===== src/rtl/freq_m_ctrl_if.sv =====
// Meter-core measurement inputs and published-result handshake.
// Handshake: res_valid/res_ready follow strict valid/ready rules -- a result
// transfers on any clock edge where both are high; while res_valid is high and
// res_ready is low the res_* payload is held stable and res_valid stays high.
interface freq_m_ctrl_if;
   logic        meas_done;
   logic [31:0] meas_freq;
   logic        meas_ovf;
   logic [31:0] res_freq;
   logic [2:0]  res_del;
   logic        res_ovf;
   logic        res_valid;
   logic        res_ready;

   // Controller side: consumes measurements, produces results.
   modport master (
      input  meas_done, meas_freq, meas_ovf, res_ready,
      output res_freq, res_del, res_ovf, res_valid
   );

   // Environment side: meter core plus result consumer.
   modport slave (
      output meas_done, meas_freq, meas_ovf, res_ready,
      input  res_freq, res_del, res_ovf, res_valid
   );
endinterface


===== src/rtl/freq_m_ctrl.sv =====
// Measurement scheduler and auto-ranging controller for the frequency meter.
// Picks the gate divider and reference select, discards gates disturbed by
// configuration changes, steps the range and publishes qualified results.
module freq_m_ctrl #(
   parameter int unsigned MAX_DEL  = 7,
   parameter int unsigned INIT_DEL = 0,
   parameter int unsigned SETTLE_N = 1,
   parameter logic [31:0] HI_CNT   = 32'h8000_0000,
   parameter logic [31:0] LO_CNT   = 32'd1000
) (
   input  logic        clk_base,
   input  logic        reset,
   input  logic        enable,
   input  logic        auto_en,
   input  logic [2:0]  man_del,
   input  logic        man_base,
   output logic [2:0]  time_del,
   output logic [2:0]  freq_base,
   output logic        busy,
   output logic [15:0] drop_cnt,
   output logic [1:0]  state_dbg,
   freq_m_ctrl_if.master bus
);

   typedef enum logic [1:0] {
      ST_IDLE   = 2'd0,
      ST_SETTLE = 2'd1,
      ST_WAIT   = 2'd2,
      ST_EVAL   = 2'd3
   } state_t;

   state_t      state, state_n;
   logic        base_sel;
   logic        auto_q;       // auto_en value the current config was applied with
   logic        enable_q;
   logic [1:0]  settle_cnt;
   logic [31:0] lat_freq;
   logic        lat_ovf;

   logic [2:0]  man_clamped;
   logic [2:0]  cfg_del;
   logic        cfg_chg;
   logic [31:0] raw;
   logic        go_up;
   logic        go_dn;

   logic        load_cfg, publish, del_up, del_dn, latch, settle_clr, settle_inc;

   assign man_clamped = (man_del > 3'(MAX_DEL)) ? 3'(MAX_DEL) : man_del;
   // Auto mode keeps its current range across a reference-only change; a fresh
   // start or a switch into auto restarts from INIT_DEL.
   assign cfg_del     = !auto_en ? man_clamped :
                        ((state != ST_IDLE) && auto_q) ? time_del : 3'(INIT_DEL);
   assign cfg_chg     = (man_base != base_sel) || (auto_en != auto_q) ||
                        (!auto_en && (man_clamped != time_del));

   assign raw   = lat_freq >> time_del;
   assign go_up = (lat_ovf || (raw > HI_CNT)) && auto_q && (time_del < 3'(MAX_DEL));
   assign go_dn = !go_up && (raw < LO_CNT) && auto_q && (time_del != 3'd0);

   assign freq_base = {2'b00, base_sel};
   assign busy      = (state != ST_IDLE);
   assign state_dbg = state;

   // State register.
   always_ff @(posedge clk_base) begin
      if (reset) state <= ST_IDLE;
      else       state <= state_n;
   end

   // Next-state and per-cycle control strobes; enable low and config changes
   // take priority over any pulse or evaluation in the same cycle.
   always_comb begin
      state_n    = state;
      load_cfg   = 1'b0;
      publish    = 1'b0;
      del_up     = 1'b0;
      del_dn     = 1'b0;
      latch      = 1'b0;
      settle_clr = 1'b0;
      settle_inc = 1'b0;
      if (!enable) begin
         state_n = ST_IDLE;
      end else if (state == ST_IDLE) begin
         if (!enable_q) begin
            state_n    = ST_SETTLE;
            load_cfg   = 1'b1;
            settle_clr = 1'b1;
         end
      end else if (cfg_chg) begin
         state_n    = ST_SETTLE;
         load_cfg   = 1'b1;
         settle_clr = 1'b1;
      end else begin
         case (state)
            ST_SETTLE: begin
               if (bus.meas_done) begin
                  if (settle_cnt == 2'(SETTLE_N - 1)) begin
                     state_n    = ST_WAIT;
                     settle_clr = 1'b1;
                  end else begin
                     settle_inc = 1'b1;
                  end
               end
            end
            ST_WAIT: begin
               if (bus.meas_done) begin
                  latch   = 1'b1;
                  state_n = ST_EVAL;
               end
            end
            ST_EVAL: begin
               settle_clr = 1'b1;
               if (go_up) begin
                  del_up  = 1'b1;
                  state_n = ST_SETTLE;
               end else begin
                  publish = 1'b1;
                  if (go_dn) begin
                     del_dn  = 1'b1;
                     state_n = ST_SETTLE;
                  end else begin
                     state_n = ST_WAIT;
                  end
               end
            end
            default: state_n = ST_IDLE;
         endcase
      end
   end

   // Configuration, settle counter and measurement latch.
   always_ff @(posedge clk_base) begin
      if (reset) begin
         time_del   <= 3'(INIT_DEL);
         base_sel   <= 1'b0;
         auto_q     <= 1'b0;
         enable_q   <= 1'b0;
         settle_cnt <= 2'd0;
         lat_freq   <= 32'd0;
         lat_ovf    <= 1'b0;
      end else begin
         enable_q <= enable;
         if (load_cfg) begin
            time_del <= cfg_del;
            base_sel <= man_base;
            auto_q   <= auto_en;
         end else if (del_up) begin
            time_del <= time_del + 3'd1;
         end else if (del_dn) begin
            time_del <= time_del - 3'd1;
         end
         if (settle_clr)      settle_cnt <= 2'd0;
         else if (settle_inc) settle_cnt <= settle_cnt + 2'd1;
         if (latch) begin
            lat_freq <= bus.meas_freq;
            lat_ovf  <= bus.meas_ovf;
         end
      end
   end

   // Result register with valid/ready handshake and backpressure drop counter.
   always_ff @(posedge clk_base) begin
      if (reset) begin
         bus.res_freq  <= 32'd0;
         bus.res_del   <= 3'd0;
         bus.res_ovf   <= 1'b0;
         bus.res_valid <= 1'b0;
         drop_cnt      <= 16'd0;
      end else if (publish && (!bus.res_valid || bus.res_ready)) begin
         bus.res_freq  <= lat_freq;
         bus.res_del   <= time_del;
         bus.res_ovf   <= lat_ovf;
         bus.res_valid <= 1'b1;
      end else begin
         if (publish && drop_cnt != 16'hFFFF) drop_cnt <= drop_cnt + 16'd1;
         if (bus.res_valid && bus.res_ready)   bus.res_valid <= 1'b0;
      end
   end

endmodule


===== src/flat_wrapper.sv =====
// flat-port wrapper written by rule: the top's interface ports become plain ports
module freq_m_ctrl_flat 
#(
   parameter int unsigned MAX_DEL  = 7,
   parameter int unsigned INIT_DEL = 0,
   parameter int unsigned SETTLE_N = 1,
   parameter logic [31:0] HI_CNT   = 32'h8000_0000,
   parameter logic [31:0] LO_CNT   = 32'd1000
)
  (clk_base, reset, enable, auto_en, man_del, man_base, time_del, freq_base, busy, drop_cnt, state_dbg, bus_meas_done, bus_meas_freq, bus_meas_ovf, bus_res_ready, bus_res_freq, bus_res_del, bus_res_ovf, bus_res_valid);
  freq_m_ctrl_if bus_i ();
  input  logic clk_base;
  input  logic reset;
  input  logic enable;
  input  logic auto_en;
  input  logic [2:0] man_del;
  input  logic man_base;
  output logic [2:0] time_del;
  output logic [2:0] freq_base;
  output logic busy;
  output logic [15:0] drop_cnt;
  output logic [1:0] state_dbg;
  input wire logic [$bits(bus_i.meas_done)-1:0] bus_meas_done;
  input wire logic [$bits(bus_i.meas_freq)-1:0] bus_meas_freq;
  input wire logic [$bits(bus_i.meas_ovf)-1:0] bus_meas_ovf;
  input wire logic [$bits(bus_i.res_ready)-1:0] bus_res_ready;
  output wire logic [$bits(bus_i.res_freq)-1:0] bus_res_freq;
  output wire logic [$bits(bus_i.res_del)-1:0] bus_res_del;
  output wire logic [$bits(bus_i.res_ovf)-1:0] bus_res_ovf;
  output wire logic [$bits(bus_i.res_valid)-1:0] bus_res_valid;
  assign bus_i.meas_done = bus_meas_done;
  assign bus_i.meas_freq = bus_meas_freq;
  assign bus_i.meas_ovf = bus_meas_ovf;
  assign bus_i.res_ready = bus_res_ready;
  assign bus_res_freq = bus_i.res_freq;
  assign bus_res_del = bus_i.res_del;
  assign bus_res_ovf = bus_i.res_ovf;
  assign bus_res_valid = bus_i.res_valid;
  freq_m_ctrl #(.MAX_DEL(MAX_DEL), .INIT_DEL(INIT_DEL), .SETTLE_N(SETTLE_N), .HI_CNT(HI_CNT), .LO_CNT(LO_CNT)) u_core (.clk_base(clk_base), .reset(reset), .enable(enable), .auto_en(auto_en), .man_del(man_del), .man_base(man_base), .time_del(time_del), .freq_base(freq_base), .busy(busy), .drop_cnt(drop_cnt), .state_dbg(state_dbg), .bus(bus_i));
endmodule

===== config.mk =====
export PLATFORM = sky130hd
export DESIGN_NAME = freq_m_ctrl_flat
export DESIGN_NICKNAME = d
export VERILOG_FILES = /design/src/rtl/freq_m_ctrl_if.sv /design/src/rtl/freq_m_ctrl.sv /design/src/flat_wrapper.sv
export SDC_FILE = /design/constraint.sdc
export NUM_CORES = 1
export LEC_CHECK = 0
export ABC_AREA = 1
export CORE_UTILIZATION = 35
export DETAILED_ROUTE_END_ITERATION = 8
export GPL_ROUTABILITY_DRIVEN = 0
export SETUP_SLACK_MARGIN = 0.05
export SYNTH_ARGS = -nofsm -noshare
export SYNTH_HDL_FRONTEND = slang
export SYNTH_SLANG_ARGS = --single-unit

===== constraint.sdc =====
create_clock -name clk_base -period 7 [get_ports clk_base]
set_clock_uncertainty 0.2 [all_clocks]
set_input_delay 1.05 -clock clk_base [delete_from_list [all_inputs] [get_ports clk_base]]
set_output_delay 1.05 -clock clk_base [all_outputs]
set_load 0.01 [all_outputs]

==> results of run 1 <==
==> placed cells by master (no fill, tap or decap), types with 2 or more instances in the layout <==
master,instances
a21oi_1,90
bufinv_16,3
clkbuf_16,9
o21ai_0,44
nor2_1,43
clkdlybuf4s50_1,101
dfxtp_1,96
nor4_1,4
nand3_1,65
xor2_1,9
inv_1,75
o21ai_1,4
nand4_1,15
ha_1,2
buf_4,3
a211oi_1,2
o31ai_1,3
nand2_1,260
conb_1,2
clkinv_2,2
xnor2_1,6
nor3_1,14
clkinvlp_4,2
inv_2,3
==> worst max-delay path by stage <==
stage / depth (start not counted) / startpoint / end / slack (ns)
2_1_floorplan: 13 / auto_en / u_core.time_del[2] / 3.83
3_3_place_gp: 11 / man_del[1] / u_core.bus.res_del[2] / 2.96
3_5_place_dp: 11 / man_del[1] / u_core.bus.res_freq[0] / 2.88
4_1_cts: 14 / u_core.time_del[2] / u_core.bus.res_freq[28] / 3.10
5_1_grt: 14 / u_core.time_del[2] / u_core.bus.res_freq[28] / 2.61
6_report: 14 / u_core.time_del[2] / u_core.bus.res_freq[1] / 3.13
==> sequential cells by signal (all words and copies together) (netlist names) <==
name / flops
u_core.bus.res_freq: 32
u_core.lat_freq: 32
u_core.drop_cnt: 16
u_core.bus.res_del: 3
u_core.time_del: 3
u_core.settle_cnt: 2
u_core.state_dbg: 2
u_core.auto_q: 1
u_core.base_sel: 1
u_core.bus.res_ovf: 1
u_core.bus.res_valid: 1
u_core.enable_q: 1
u_core.lat_ovf: 1
==> tightest hold or removal path: stages, from the launching register on <==
cell	delay (ns)
dfxtp_1	0.31
nand2_1	0.06
a21oi_1	0.05
==> power by group through the flow <==
stage	sequential (mW)	combinational (mW)	clock (mW)
6_report	0.557	0.155	0.569
5_1_grt	0.558	0.177	0.604
4_1_cts	0.557	0.156	0.580
3_5_place_dp	0.570	0.155	0
3_3_place_gp	0.570	0.155	0
2_1_floorplan	0.566	0.108	0
==> kinds of logic after synthesis <==
kind of cell / count (synthesis) / synth area share [%]
simple gates: 410 / 33.8
compound gates: 148 / 14.8
buf+inv: 123 / 10.8
flops: 96 / 37.1
xor+xnor: 15 / 2.54
fa+ha+maj: 3 / 0.870
other cells: 1 / 0.0725
==> cells in the mapped netlist, drive strengths merged (2+ instances only) <==
cell / number / area (um2)
dfxtp: 96 / 1920
o21ai: 48 / 240
nand3: 66 / 343
and2: 2 / 12.5
o31ai: 3 / 22.5
xnor2: 6 / 52.6
ha: 2 / 25.0
a21oi: 90 / 450
nor2: 43 / 161
nand4: 16 / 115
nand2: 262 / 993
nor4: 4 / 25.0
clkbuf: 20 / 75.1
xor2: 9 / 78.8
a211oi: 2 / 15.0
buf: 24 / 184
nor3: 15 / 86.3
inv: 78 / 293
==> metal layers <==
layer | vias up | share of wire (%) | GRT usage (%)
met5 | - | 0 | 0
met4 | 0 | 0.90 | 4.44
met1 | 2242 | 47 | 22.7
met2 | 122 | 47 | 31.5
met3 | 10 | 5.1 | 4.85
li1 | 2714 | - | -
==> cell type report <==
class / instances / area share, %
multi-input combinational: 578 / 41.3
sequential: 96 / 29.4
timing repair buffer: 105 / 15.9
inverter: 79 / 4.56
tap: 184 / 3.52
clock buffer: 9 / 3.45
clock inverter: 7 / 1.82
==> stage by stage <==
step	setup WS, ns	power, mW	cells
finish	3.13	1.28	1058
global route	2.61	1.34	1058
detailed placement	2.88	0.725	1042
floorplan	3.83	0.675	797
global placement	2.96	0.725	1042
CTS	3.10	1.29	1058
==> metrics.cfg, run 1 <==
[grt]
grt_pass1_vias = 4695
grt_max_degree = 67
grt_pass1_wl_um = 22100
grt_usage_pct = 18.4
grt-ovfl-total = 0
antenna_found_initial = 0

[setup_path]
r2r_start = u_core.time_del[2]
reg2reg_to = u_core.bus.res_freq[1]
start_kind = register
critPathSlowestCell = dfxtp_1
path_max_fanout = 38
cp.required_ns = 7.07
crit_chain = inv_1 > nand3_1 > nand2_1 > nor2_1 > nand2_1 > nor2_1 > nand3_1 > nand2_1 > nand2_2 > nand2_4 > nand3_4 > clkinv_2 > nand2_1 > a21oi_1
cp-end-kind = register
crit_family = simple AND/OR/NAND/NOR gates
max_stage_delay_ns = 0.92
path_buf_inv = 2
reg2reg_depth = 14
critPathArrivalTime_ns = 3.94
crit_type = reg -> reg
r2r_slack_ns = 3.13
crit_top_cell = nand2_1

[timing]
timing.slew.headroom_pct = 24.5
finalMaxSlewViolations = 0
whs_ns = 0.263
layout_worst_path_cycle_share_pct = 55.3
rsz0062_at_grt = no
period_needed_ns = 3.87
tns_ns = 0
fmax_mhz = 258
setup_violations = 0
worst_pin_slew_ns = 1.13
hold_viol = 0

[route]
drt-total-wl_um = 13500
antenna_left = 0
drtIter0Drc = 273
firstDrtPassIters = 5
num_vias = 5088
via_per_inst = 4.81
wl_per_cell_um = 12.7
drc = 0

[cells_and_area]
drive_gt1_share_pct = 3.43
multi_input_area_mm2 = 0.00270
fin_area_mm2 = 0.00653
area_growth_pct = 26.2
nets = 915
area.sequential_mm2 = 0.00192
n_antenna_cell = 0
fillCellCount = 1513
fin_util_pct = 45.1

[clock_tree]
cts_hold_buf = 0
numCtsBuffers = 9
cts.path.max_buffers = 2
cts-root-buf = clkbuf_16
cts_sinks = 96
cts_tree = yes
htree_levels = 3
clk_pin_slew_ns = 0.07
postCtsSetupBuffers = 0
cts_resized = 0
clock_insertion_delay_worst_skew_ns = 0.36

[synthesis]
async_reset_ff_share_pct = 0
yosysSeqAreaShare_pct = 37.1
netlist_instances = 796
avgSynthCellArea_um2 = 6.50
synth-seq-cells = 96
yosysWarnings = 0
synth_area_mm2 = 0.00517
synth_edf_count = 0
synth_cell_types = 38
ys_dominant_reg_cell = dfxtp_1

[power_and_ir_drop]
swShare_pct = 24.9
netSwitchingPower_uw = 318
pwr-share-seq_pct = 43.5
p_leak_nw = 2.45
power.share.clock_pct = 44.4
power_frac_comb_pct = 12.1
p_int_uw = 963
ir_drop_v = 0.000103
p_per_area_mw_per_mm2 = 196

[floorplan]
die_x_um = 124
rows = 44
initial_utilization_pct = 35.7
die_h_um = 124
ios = 105
core-area_mm2 = 0.0145
design.die.area_mm2 = 0.0153

[hold_path]
min_path_type = reg -> reg
min_path_cells = 2
timing.hold.worst_endpoint = u_core.bus.res_freq[30]
hp-start = u_core.lat_freq[30]

[place]
place_area_mm2 = 0.00619
dp_hpwl_um = 9330
port_buffers = 102

[status]
outcome = complete, no violations

[run]
maxCapViolations = 0

Note: power is estimated with default switching activity, not from simulation.
==> run 2, diff against run 1 <==
==> constraint.sdc (replaced) <==
create_clock -name clk_base -period 3.3 [get_ports clk_base]
set_clock_uncertainty 0.2 [all_clocks]
set_input_delay 0.495 -clock clk_base [delete_from_list [all_inputs] [get_ports clk_base]]
set_output_delay 0.495 -clock clk_base [all_outputs]
set_load 0.01 [all_outputs]
==> run 2 against run 1 <==
Sequential share of layout area decreased by 0.26 points; combinational power rose by 120%; first-iteration DRC count down 19%; critical path depth up 3; clock power rose by 110%; final area rose by 0.90%; non-clock buffer count grew 8; core utilization increased by 0.41 points; fmax grew 36%; sequential cell count did not move; register-to-register slack worse by 2.7 ns; die area unchanged; critical path type unchanged; critical endpoint is now u_core.time_del[1]; largest cell class unchanged; largest power group unchanged.
==> metrics.cfg, run 2 (synthesis results as in run 1) <==
[cells_and_area]
n_antenna_cell = 0  ; unchanged
area_growth_pct = 27.4  ; was 26.2%
fillCellCount = 1563  ; was 1,513
layout_commonest_cell = nand2_1  ; unchanged
fin_util_pct = 45.5  ; was 45.1%
stdcell_count = 1066  ; was 1,058
drive_gt1_share_pct = 4.20  ; was 3.43%
reg_top3 = u_core.bus.res_freq: 32 flops, u_core.lat_freq: 32 flops, u_core.drop_cnt: 16 flops  ; unchanged
nets = 923  ; was 915
mostFrequentLayoutCells = nand2_1, clkdlybuf4s50_1, dfxtp_1, a21oi_1, inv_1  ; unchanged

[timing]
period_needed_ns = 2.84  ; was 3.87 ns
setup_violations = 0  ; unchanged
fmax_mhz = 352  ; was 258 MHz
whs_ns = 0.262  ; was 0.263 ns
tns_ns = 0  ; unchanged
rsz0062_at_grt = no  ; unchanged
timing.slew.headroom_pct = 58.8  ; was 24.5%
hold_viol = 0  ; unchanged
layout_worst_path_cycle_share_pct = 86.2  ; was 55.3%
worst_pin_slew_ns = 0.618  ; was 1.13 ns
finalMaxSlewViolations = 0  ; unchanged
layout_setup_ws_ns = 0.456  ; was 3.13 ns

[setup_path]
crit_type = reg -> reg  ; unchanged
start_kind = register  ; unchanged
crit_top_cell = nand2_1  ; unchanged
crit_chain = buf_6 > nand2_1 > o21ai_1 > nand2_1 > and2_1 > nor2_1 > nor2_1 > nor2_1 > nand3_1 > nand2_1 > nand2_2 > nand3_1 > fa_1 > a22oi_1 > nand2_1 > nand2_1 > nor2_1  ; was inv_1 > nand3_1 > nand2_1 > nor2_1 > nand2_1 > nor2_1 > nand3_1 > nand2_1 > nand2_2 > nand2_4 > nand3_4 > clkinv_2 > nand2_1 > a21oi_1
r2r_start = u_core.time_del[0]  ; was u_core.time_del[2]
cp-end-kind = register  ; unchanged
r2r_slack_ns = 0.46  ; was 3.13 ns
max_stage_delay_ns = 0.43  ; was 0.92 ns
reg2reg_depth = 17  ; was 14
path_max_fanout = 31  ; was 38
cp.required_ns = 3.35  ; was 7.07 ns
critPathArrivalTime_ns = 2.89  ; was 3.94 ns
reg2reg_to = u_core.time_del[1]  ; was u_core.bus.res_freq[1]
critPathSlowestCell = fa_1  ; was dfxtp_1

[route]
num_vias = 5152  ; was 5,088
firstDrtPassIters = 4  ; was 5
drt-total-wl_um = 13400  ; was 13,500 um
wl_per_cell_um = 12.5  ; was 12.7 um
antenna_left = 0  ; unchanged
drc = 0  ; unchanged
drtIter0Drc = 222  ; was 273
via_per_inst = 4.83  ; was 4.81

[clock_tree]
htree_levels = 3  ; unchanged
cts_tree = yes  ; unchanged
postCtsSetupBuffers = 0  ; unchanged
cts_resized = 0  ; unchanged
cts_sinks = 96  ; unchanged
clk_pin_slew_ns = 0.06  ; was 0.07 ns
cts-root-buf = clkbuf_16  ; unchanged
numCtsBuffers = 9  ; unchanged
clock_insertion_delay_worst_skew_ns = 0.36  ; about the same
cts_hold_buf = 0  ; unchanged
cts.path.max_buffers = 2  ; unchanged

[floorplan]
rows = 44  ; unchanged
core-area_mm2 = 0.0145  ; unchanged
ios = 105  ; unchanged
design.die.area_mm2 = 0.0153  ; unchanged
initial_utilization_pct = 35.7  ; unchanged
die_x_um = 124  ; unchanged
die_h_um = 124  ; unchanged

[grt]
antenna_found_initial = 0  ; unchanged
grt_max_degree = 67  ; unchanged
grt_usage_pct = 18.3  ; was 18.4%
grt-ovfl-total = 0  ; unchanged
grt_pass1_vias = 4623  ; was 4,695
grt_pass1_wl_um = 22100  ; about the same

[place]
port_buffers = 102  ; unchanged
dp_slack_ns = 0.229  ; was 2.88 ns
dp.cells = 1050  ; was 1,042
dp_hpwl_um = 9520  ; was 9330 um

[hold_path]
min_path_cells = 2  ; unchanged
min_path_type = reg -> reg  ; unchanged
timing.hold.worst_endpoint = u_core.bus.res_freq[22]  ; was u_core.bus.res_freq[30]
hp-start = u_core.bus.res_freq[22]  ; was u_core.lat_freq[30]

[power_and_ir_drop]
p_per_area_mw_per_mm2 = 411  ; was 196 mW/mm2
ir_drop_v = 0.000262  ; was 0.000103 V
p_leak_nw = 2.49  ; was 2.45 nW

[run]
maxCapViolations = 0  ; unchanged

[status]
outcome = complete, no violations  ; unchanged

## run 2: final cells by class
| class | instances | area [um2] | area share [%] |
|---|---|---|---|
| multi-input combinational | 578 | 2700 | 41.0 |
| sequential | 96 | 1920 | 29.2 |
| timing repair buffer | 113 | 1100 | 16.7 |
| inverter | 79 | 300 | 4.56 |
| tap | 184 | 230 | 3.49 |
| clock buffer | 10 | 229 | 3.47 |
| clock inverter | 6 | 108 | 1.63 |
## run 2: worst max-delay path by stage
stage,start,endpoint,depth (start not counted)
2_1_floorplan,u_core.time_del[0],u_core.time_del[2],15
3_3_place_gp,man_del[1],u_core.time_del[2],15
3_5_place_dp,man_del[1],u_core.time_del[2],15
4_1_cts,u_core.time_del[0],u_core.time_del[2],21
5_1_grt,u_core.time_del[0],u_core.time_del[2],20
6_report,u_core.time_del[0],u_core.time_del[1],17
## run 2: metal layers
layer  share of wire (%)  global-route usage, %
met1                  48                   23.9
met2                  46                   29.9
met5                   0                      0
met3                 4.7                   4.08
met4                 1.4                   5.87
## run 2: power breakdown
group | internal, mW | switching [mW] | total [mW]
clock | 0.738 | 0.451 | 1.19
sequential | 1.17 | 0.00959 | 1.17
combinational | 0.143 | 0.203 | 0.347
## run 2: worst max-delay path, delay by kind of cell, from the launching register on
kind,cells,cell delay (ns)
AND/OR/NAND/NOR,13,1.14
adder cells (fa/ha/maj),1,0.43
flip-flops,1,0.40
AO/OA/AOI/OAI,2,0.29
buffers and inverters,1,0.26
## run 2: per-stage QoR
step / total power [mW] / cell area [um2]
global placement: 1.55 / 6250
finish: 2.71 / 6590
global route: 2.84 / 6590
floorplan: 1.43 / 5180
CTS: 2.73 / 6590
detailed placement: 1.55 / 6250
==> run 3, diff against run 2 <==
==> constraint.sdc (replaced) <==
create_clock -name clk_base -period 3.3 [get_ports clk_base]
set_clock_uncertainty 0.2 [all_clocks]
set_input_delay 0.66 -clock clk_base [delete_from_list [all_inputs] [get_ports clk_base]]
set_output_delay 0.66 -clock clk_base [all_outputs]
set_load 0.01 [all_outputs]
==> run 3 against run 2 <==
Hold slack about the same; combinational power up 3%; critical endpoint unchanged; power down 3.8%; worst setup slack worse by 0.070 ns; core utilization is essentially flat; fmax shrank 2.4%; clock power decreased by 10%; routed wire length is 0.99% lower; die area stayed put.
==> metrics.cfg, run 3 (synthesis results as in run 1) <==
[clock_tree]
cts.path.max_buffers = 2  ; unchanged
numCtsBuffers = 9  ; unchanged
cts_sinks = 96  ; unchanged
clk_pin_slew_ns = 0.07  ; was 0.06 ns
cts_tree = yes  ; unchanged
clock_insertion_delay_worst_skew_ns = 0.35  ; was 0.36 ns
cts-root-buf = clkbuf_16  ; unchanged
htree_levels = 3  ; unchanged

[hold_path]
min_path_type = reg -> reg  ; unchanged
hp-start = u_core.lat_freq[0]  ; was u_core.bus.res_freq[22]
timing.hold.worst_endpoint = u_core.bus.res_freq[0]  ; was u_core.bus.res_freq[22]
min_path_cells = 2  ; unchanged

[setup_path]
reg2reg_to = u_core.time_del[1]  ; unchanged
cp.required_ns = 3.34  ; was 3.35 ns
path_max_fanout = 31  ; unchanged
r2r_start = u_core.time_del[0]  ; unchanged
critPathArrivalTime_ns = 2.96  ; was 2.89 ns
crit_type = reg -> reg  ; unchanged
critPathSlowestCell = fa_1  ; unchanged
reg2reg_depth = 16  ; was 17
cp.depth = 16  ; was 17
max_stage_delay_ns = 0.43  ; about the same
cp-end-kind = register  ; unchanged
crit_family = simple AND/OR/NAND/NOR gates  ; unchanged
start_kind = register  ; unchanged
crit_chain = buf_6 > nand2_1 > nand3_1 > o21ai_1 > a21oi_1 > nand3_1 > nor2_1 > nand3_1 > nand2_1 > nand2_2 > nand3_1 > fa_1 > a22oi_1 > nand2_1 > nand2_1 > nor2_1  ; was buf_6 > nand2_1 > o21ai_1 > nand2_1 > and2_1 > nor2_1 > nor2_1 > nor2_1 > nand3_1 > nand2_1 > nand2_2 > nand3_1 > fa_1 > a22oi_1 > nand2_1 > nand2_1 > nor2_1
r2r_slack_ns = 0.39  ; was 0.46 ns
path_buf_inv = 1  ; unchanged

[cells_and_area]
fillCellCount = 1549  ; was 1,563
layout_commonest_cell = nand2_1  ; unchanged
area.sequential_mm2 = 0.00192  ; unchanged
fin_util_pct = 45.6  ; was 45.5%
nets = 926  ; was 923
fin_area_mm2 = 0.00660  ; was 0.00659 mm2
area_growth_pct = 27.5  ; was 27.4%
drive_gt1_share_pct = 4.86  ; was 4.20%
multi_input_area_mm2 = 0.00271  ; was 0.00270 mm2
n_antenna_cell = 0  ; unchanged
reg_top3 = u_core.bus.res_freq: 32 flops, u_core.lat_freq: 32 flops, u_core.drop_cnt: 16 flops  ; unchanged
mostFrequentLayoutCells = nand2_1, clkdlybuf4s50_1, dfxtp_1, a21oi_1, inv_1  ; unchanged

[route]
via_per_inst = 4.77  ; was 4.83
firstDrtPassIters = 4  ; unchanged
drtIter0Drc = 250  ; was 222
wl_per_cell_um = 12.4  ; was 12.5 um
num_vias = 5097  ; was 5,152
drt-total-wl_um = 13200  ; was 13,400 um
drc = 0  ; unchanged
antenna_left = 0  ; unchanged

[floorplan]
rows = 44  ; unchanged
design.die.area_mm2 = 0.0153  ; unchanged
core-area_mm2 = 0.0145  ; unchanged
initial_utilization_pct = 35.7  ; unchanged
ios = 105  ; unchanged
die_h_um = 124  ; unchanged
die_x_um = 124  ; unchanged

[power_and_ir_drop]
power.share.clock_pct = 41.2  ; was 43.9%
pwr-share-seq_pct = 45.1  ; was 43.4%
swShare_pct = 25.5  ; was 24.5%
p_int_mw = 1.94  ; was 2.05 mW
power_frac_comb_pct = 13.7  ; was 12.8%
p_leak_nw = 2.49  ; about the same
ir_drop_v = 0.000244  ; was 0.000262 V
p_per_area_mw_per_mm2 = 395  ; was 411 mW/mm2
netSwitchingPower_uw = 665  ; was 664 uW

[place]
place_area_mm2 = 0.00625  ; unchanged
port_buffers = 102  ; unchanged
dp_hpwl_um = 9520  ; about the same

[grt]
grt_usage_pct = 18.3  ; about the same
grt_pass1_vias = 4747  ; was 4,623
antenna_found_initial = 0  ; unchanged
grt-ovfl-total = 0  ; unchanged
grt_max_degree = 67  ; unchanged
grt_pass1_wl_um = 22200  ; was 22,100 um

[timing]
timing.slew.headroom_pct = 59.0  ; was 58.8%
rsz0062_at_grt = no  ; unchanged
finalMaxSlewViolations = 0  ; unchanged
fmax_mhz = 343  ; was 352 MHz
hold_viol = 0  ; unchanged
layout_worst_path_cycle_share_pct = 88.3  ; was 86.2%
worst_pin_slew_ns = 0.615  ; was 0.618 ns
tns_ns = 0  ; unchanged
period_needed_ns = 2.91  ; was 2.84 ns
setup_violations = 0  ; unchanged

[run]
maxCapViolations = 0  ; unchanged

[status]
outcome = complete, no violations  ; unchanged

## run 3: cell types whose count changed in the layout (fill, tap and decap cells not counted)
cell | before | now
clkinvlp_4 | 1 | 3
clkbuf_8 | 0 | 2
xnor2_1 | 6 | 5
bufinv_16 | 3 | 1
inv_1 | 75 | 74
clkbuf_1 | 1 | 0
xnor2_2 | 0 | 1
buf_4 | 10 | 13
## run 3: worst max-delay path by stage
stage                            start                  to
floorplan           u_core.time_del[0]  u_core.time_del[2]
global placement            man_del[1]  u_core.time_del[2]
detailed placement          man_del[1]  u_core.time_del[2]
CTS                 u_core.time_del[0]  u_core.time_del[1]
global route                man_del[1]  u_core.time_del[2]
finish              u_core.time_del[0]  u_core.time_del[1]
## run 3: through the flow
stage	hold slack, ns	cells	power, mW	setup slack, ns
detailed placement	0.253	1050	1.55	0.0417
global placement	0.248	1050	1.55	0.125
floorplan	0.237	797	1.43	0.425
CTS	0.262	1066	2.63	0.297
finish	0.262	1069	2.61	0.386
global route	0.282	1069	2.74	0.0423
## run 3: layer usage
layer | up-vias | track usage [%] | share of wire, %
li1 | 2737 | - | -
met1 | 2251 | 23.2 | 48
met2 | 98 | 30.9 | 47
met3 | 11 | 4.53 | 4.8
met4 | 0 | 4.82 | 0.98
met5 | - | 0 | 0
## run 3: what timing repair did
action,in CTS,in global routing
hold buffers,0,0
buffers inserted,0,3
endpoints found under the setup margin,0,1
gates resized for setup,0,5
## run 3: area by class of cell
class / instances / area share (%)
inverters: 79 / 4.61
repair buffers: 116 / 17.1
well taps: 184 / 3.49
clock inverters: 5 / 0.835
clock buffers: 11 / 3.83
flip-flops and latches: 96 / 29.1
multi-input cells: 578 / 41.0
## run 3: power groups by stage
stage | logic [mW] | registers, mW | clock network (mW)
finish | 0.356 | 1.18 | 1.07
global route | 0.405 | 1.18 | 1.15
CTS | 0.349 | 1.17 | 1.10
detailed placement | 0.347 | 1.20 | 0
global placement | 0.349 | 1.20 | 0
floorplan | 0.230 | 1.20 | 0
## run 3: worst min-delay path, delay by kind of cell, from the launching register on
kind	cells	cell delay, ns
AO/OA/AOI/OAI	1	0.05
flip-flops	1	0.31
AND/OR/NAND/NOR	1	0.06
